**src/rtl/ptp_ts_queue_mc.sv**
```systemverilog
// rtl/ptp_ts_queue_mc.sv - multi-channel PTP timestamp capture queue with round-robin merge into a shared FIFO

module ptp_ts_queue_mc #(
  parameter int NUM_CH = 2,
  parameter int DEPTH  = 8,
  parameter int TS_W   = 80,
  parameter int SEQ_W  = 16,
  localparam int CH_W  = (NUM_CH > 1) ? $clog2(NUM_CH) : 1,
  localparam int AW    = $clog2(DEPTH),
  localparam int LW    = AW + 1
) (
  input  logic                    clk,
  input  logic                    rstn,
  input  logic [NUM_CH-1:0]       cap_vld,
  input  logic [4*NUM_CH-1:0]     cap_msgtype,
  input  logic [SEQ_W*NUM_CH-1:0] cap_seq,
  input  logic [TS_W-1:0]         rtc_ts,
  input  logic                    flush,
  input  logic                    rd_ready,
  output logic                    rd_valid,
  output logic [CH_W-1:0]         rd_ch,
  output logic [3:0]              rd_msgtype,
  output logic [SEQ_W-1:0]        rd_seq,
  output logic [TS_W-1:0]         rd_ts,
  output logic [LW-1:0]           fifo_level,
  input  logic [NUM_CH-1:0]       ovf_clr,
  output logic [NUM_CH-1:0]       ovf_sticky,
  output logic [8*NUM_CH-1:0]     drop_cnt,
  output logic                    irq
);
  localparam int EW = CH_W + 4 + SEQ_W + TS_W;

  logic [NUM_CH-1:0] hold_v;
  logic [3:0]        hold_mt  [NUM_CH];
  logic [SEQ_W-1:0]  hold_seq [NUM_CH];
  logic [TS_W-1:0]   hold_ts  [NUM_CH];
  logic [CH_W-1:0]   rr_ptr;
  logic [AW-1:0]     wptr;
  logic [AW-1:0]     rptr;
  logic [LW-1:0]     level;
  logic [EW-1:0]     mem [DEPTH];
  logic [EW-1:0]     head;

  logic              gnt_v;
  logic [CH_W-1:0]   gnt_ch;
  logic              push;
  logic              pop;
  logic              space;
  logic [NUM_CH-1:0] gnt_oh;
  logic [NUM_CH-1:0] drop;

  assign rd_valid   = (level != '0);
  assign pop        = rd_valid & rd_ready;
  // A full FIFO still takes a push when the head leaves in the same cycle
  assign space      = (level < LW'(DEPTH)) | pop;
  assign push       = gnt_v & space & ~flush;
  assign fifo_level = level;
  assign irq        = rd_valid | (|ovf_sticky);

  assign head       = mem[rptr];
  assign rd_ts      = rd_valid ? head[TS_W-1:0] : '0;
  assign rd_seq     = rd_valid ? head[TS_W +: SEQ_W] : '0;
  assign rd_msgtype = rd_valid ? head[TS_W+SEQ_W +: 4] : '0;
  assign rd_ch      = rd_valid ? head[TS_W+SEQ_W+4 +: CH_W] : '0;

  // Round-robin pick: lowest pending channel at or above rr_ptr, else lowest pending overall
  always_comb begin
    gnt_v  = 1'b0;
    gnt_ch = '0;
    for (int c = NUM_CH - 1; c >= 0; c--) begin
      if (hold_v[c]) begin
        gnt_v  = 1'b1;
        gnt_ch = CH_W'(c);
      end
    end
    for (int c = NUM_CH - 1; c >= 0; c--) begin
      if (hold_v[c] && (CH_W'(c) >= rr_ptr)) gnt_ch = CH_W'(c);
    end
  end

  // Per-channel grant and drop qualifiers; captures in a flush cycle are neither stored nor counted
  always_comb begin
    gnt_oh = '0;
    drop   = '0;
    for (int c = 0; c < NUM_CH; c++) begin
      gnt_oh[c] = push && (gnt_ch == CH_W'(c));
      drop[c]   = ~flush & cap_vld[c] & hold_v[c] & ~gnt_oh[c];
    end
  end

  // Holding registers: load on capture when free or when being drained this cycle
  always_ff @(posedge clk or negedge rstn) begin
    if (!rstn) begin
      hold_v <= '0;
      for (int c = 0; c < NUM_CH; c++) begin
        hold_mt[c]  <= '0;
        hold_seq[c] <= '0;
        hold_ts[c]  <= '0;
      end
    end else begin
      for (int c = 0; c < NUM_CH; c++) begin
        if (flush) begin
          hold_v[c] <= 1'b0;
        end else if (cap_vld[c] && (!hold_v[c] || gnt_oh[c])) begin
          hold_v[c]   <= 1'b1;
          hold_mt[c]  <= cap_msgtype[4*c +: 4];
          hold_seq[c] <= cap_seq[SEQ_W*c +: SEQ_W];
          hold_ts[c]  <= rtc_ts;
        end else if (gnt_oh[c]) begin
          hold_v[c] <= 1'b0;
        end
      end
    end
  end

  // FIFO pointers, level and round-robin pointer
  always_ff @(posedge clk or negedge rstn) begin
    if (!rstn) begin
      wptr   <= '0;
      rptr   <= '0;
      level  <= '0;
      rr_ptr <= '0;
    end else if (flush) begin
      wptr   <= '0;
      rptr   <= '0;
      level  <= '0;
      rr_ptr <= '0;
    end else begin
      if (push) begin
        wptr   <= wptr + 1'b1;
        rr_ptr <= (gnt_ch == CH_W'(NUM_CH - 1)) ? '0 : gnt_ch + 1'b1;
      end
      if (pop) rptr <= rptr + 1'b1;
      case ({push, pop})
        2'b10:   level <= level + 1'b1;
        2'b01:   level <= level - 1'b1;
        default: level <= level;
      endcase
    end
  end

  // Entry storage; contents are only observable through the valid-gated head
  always_ff @(posedge clk) begin
    if (push) mem[wptr] <= {gnt_ch, hold_mt[gnt_ch], hold_seq[gnt_ch], hold_ts[gnt_ch]};
  end

  // Overflow tracking: a drop coinciding with a clear leaves exactly one counted drop
  always_ff @(posedge clk or negedge rstn) begin
    if (!rstn) begin
      ovf_sticky <= '0;
      drop_cnt   <= '0;
    end else begin
      for (int c = 0; c < NUM_CH; c++) begin
        if (drop[c]) begin
          ovf_sticky[c] <= 1'b1;
          if (ovf_clr[c])
            drop_cnt[8*c +: 8] <= 8'd1;
          else if (drop_cnt[8*c +: 8] != 8'hFF)
            drop_cnt[8*c +: 8] <= drop_cnt[8*c +: 8] + 8'd1;
        end else if (ovf_clr[c]) begin
          ovf_sticky[c]      <= 1'b0;
          drop_cnt[8*c +: 8] <= 8'd0;
        end
      end
    end
  end

endmodule

```
**config.mk**
```make
export PLATFORM = sky130hd
export DESIGN_NAME = ptp_ts_queue_mc
export DESIGN_NICKNAME = d
export VERILOG_FILES = /design/src/rtl/ptp_ts_queue_mc.sv
export SDC_FILE = /design/constraint.sdc
export NUM_CORES = 1
export LEC_CHECK = 0
export BUFFER_PORTS_ARGS = -buffer_cell sky130_fd_sc_hd__buf_2
export CORE_ASPECT_RATIO = 1.4
export CORE_MARGIN = 2
export CORE_UTILIZATION = 35
export DETAILED_ROUTE_END_ITERATION = 7
export PLACE_DENSITY = 0.53
export SYNTH_ARGS = -nofsm -noshare
export SYNTH_HDL_FRONTEND = slang
export SYNTH_SLANG_ARGS = --single-unit
```
**constraint.sdc**
```tcl
create_clock -name clk -period 15.2 [get_ports clk]
set_input_delay 1.52 -clock clk [delete_from_list [all_inputs] [get_ports clk]]
set_output_delay 1.52 -clock clk [all_outputs]
set_load 0.01 [all_outputs]
```
==> results.md <==
* Status: completed
* Mapped Area at 41700 um2
* Layout cells sized above 1 at 0.364
* Met2 Use GR at 0.289
* Total power at 7.93 mW
* Fin cells at between 3000 and 4000
* Clock power share at 0.321
* Die area at around 120000 um2
* DRT iter0 DRCs at 1232
* Final period util at 0.419
* DP Area at 44700 um2
* Number of enable flip-flop cells after synthesis at between 800 and 900
* Clock buffer depth at 3
* Worst Skew at 0.0248 ns
* Vias per inst at between 4 and 5
* Crit path launch type: flop
* PwrDens at between 150 and 200 nW/um2
* Top Usage Layer GRT: met2
* Final Setup Violations at 0
* Largest net degree at the start of global routing at about 110
* Post CTS Setup Buffer Count at 0
* Cells after Synth at approximately 2000
* PnR worst setup slack at 8.82 ns
* Logic pwr share at 0.237
* CP endpoint kind: output port
* RSZ-0062 raised after global routing: false
* Net Switching at 2.26 mW
* Max H-tree Level at 3
* Rows at 149
* Max-cap violations at 0
* Final WL at approximately 99000 um
* Critical path type: flop to output port
* F_max at between 0.15 and 0.2 GHz
* Drc violations at 0
* GPL Wtd Cong at roughly 0.7
* Initial antenna violation count at 12
* CTS tree: yes
* Type of the most critical hold path: flop to flop
* Max IR drop VDD at approximately 0.11 mV
* Syn Nets at about 2100
* M1 GR Usage at 0.201
* Switching share of power at 0.285
* CTS Hold Bufs at 0
* Sequential power share at 0.442
* GRT Residual Overflow at 0
* Synth cell types at 47
* Crit Path Max Fanout at 77
* Avg Inst Size Synth at around 21 um2
* Arr. time, crit path at 4.86 ns
* WL/cell at 24.9 um
* Clock Latency Late Sink at 0.71 ns
* Leading cell type in the layout, fill and taps excluded: edfxtp_1
* Sink Count at 1039
* IO Count at ~250
* Port Buffer Count at between 200 and 300
* Core Footprint at 118000 um2
* Register area share after synthesis at 0.721
* Area grow syn2layout at 15.3%
* P_leak at 17.0 nW
* Most frequent cells in the layout: edfxtp_1, buf_2, dfrtp_1
* GRT Util Overall at 0.163
* Most used flip-flop cell after synthesis: edfxtp_1
* CP required at ~14 ns
* Routed vias at 19705
* First-pass GRT wire length at ~150000 um
* CTS buffer count at 102
* Starting Density at 0.353
* Post-synth ARST share at 0.222
* Hpwl dp at 54700 um
* Minimum clock period at ~6.4 ns
* Die Wd at 296 um
* Pre-CTS setup slack at 9.44 ns
* Post_cts resized at 0
* Root buffer cell: clkbuf_16
* Die Span Y at 412 um
* Worst-path clk slew at around 0.07 ns
* Dpl cells at 3773
* Met3 Use GR at 0.0301
* Synth warn at 0
* Drt pass-1 iters at 5
* Post-DRT Antenna Nets at 0
* Vias in the first global route at 22027
* Pint at around 5.7 mW
* Setup TNS at 0 ns
* Worst Tran Pin Value at around 1.3 ns
* Synth Register Bits at 1039
* Nets@finish at 2426
* Max-slew headroom at 0.151
* Design area at 48100 um2
* Final-report hold violation count at 0
* Slew Viols, Final at 0
==> registers in the layout (all words and copies together) (netlist names) <==
register    flops
hold_ts       160
rr_ptr          1
mem           808
drop_cnt       16
ovf_sticky      2
hold_seq       32
rptr            3
hold_mt         8
hold_v          2
wptr            3
fifo_level      4
==> area by class of cell <==
cell class / instances / area (um2)
antenna: 3 / 7.51
fill: 10500 / 69900
tap: 1585 / 1980
timing repair buffer: 291 / 1580
clock inverter: 53 / 561
clock buffer: 140 / 2800
multi-input combinational: 848 / 11100
inverter: 10 / 37.5
sequential: 1039 / 30100
==> power groups by stage <==
stage / Combinational, mW / Sequential (mW) / Clock [mW]
final: 1.88 / 3.50 / 2.55
after global routing: 2.05 / 3.53 / 2.72
after CTS: 1.95 / 3.51 / 2.62
after detailed placement: 1.94 / 3.56 / 0
after global placement: 1.91 / 3.55 / 0
after floorplan: 1.27 / 3.52 / 0
==> synth_stat cells (all sizes together), types with 7 or more instances <==
library cell  count  area [um2]
edfxtp          808       24300
mux2            300        4130
dfrtp           231        5780
mux4            202        4550
nor2            132         495
mux2i           104        1040
buf              75         497
clkbuf           34         128
nand2            15        58.8
nor3             12        65.1
xnor2            12         105
inv              10        37.5
nand3            10        50.1
a21oi             7        35.0
o21ai             7        35.0
==> kinds of logic after synthesis <==
family,share of synthesized area
AO/OA/AOI/OAI,0.00414
XOR/XNOR,0.00396
adder cells (fa/ha/maj),0.00180
buffers and inverters,0.0159
flip-flops,0.721
multiplexers,0.233
AND/OR/NAND/NOR,0.0203
==> worst max-delay path: stages, from the launching register on <==
cell	delay, ns
dfrtp_4	1.08
buf_4	1.08
buf_4	0.94
mux4_2	0.42
mux2i_1	0.17
nor2_1	0.12
buf_2	0.22
==> per-stage QoR <==
step,util,hold WS (ns)
3_5_place_dp,0.379,0.488
6_report,0.407,0.504
4_1_cts,0.407,0.505
5_1_grt,0.407,0.514
3_3_place_gp,0.379,0.486
2_1_floorplan,-,0.474
==> worst paths after layout <==
kind                              start  slack [ns]      endpoint  cells after the start
min reg2reg                hold_ts[150]        0.50  hold_ts[150]                      1
min                        hold_ts[150]        0.50  hold_ts[150]                      1
min in group asynchronous          rstn        0.80   hold_ts[41]                      1
max in group asynchronous          rstn       12.22  hold_seq[30]                      3
max                             rptr[1]        8.82     rd_ts[32]                      6
max reg2reg                   hold_v[0]       11.17    mem[4][33]                      5
==> per-layer routing <==
layer,part of all wire,vias to the layer above
li1,-,8567
met1,0.41,10586
met2,0.52,413
met3,0.044,133
met4,0.024,6
met5,0.00029,-
(Power assumes the default switching activity.)
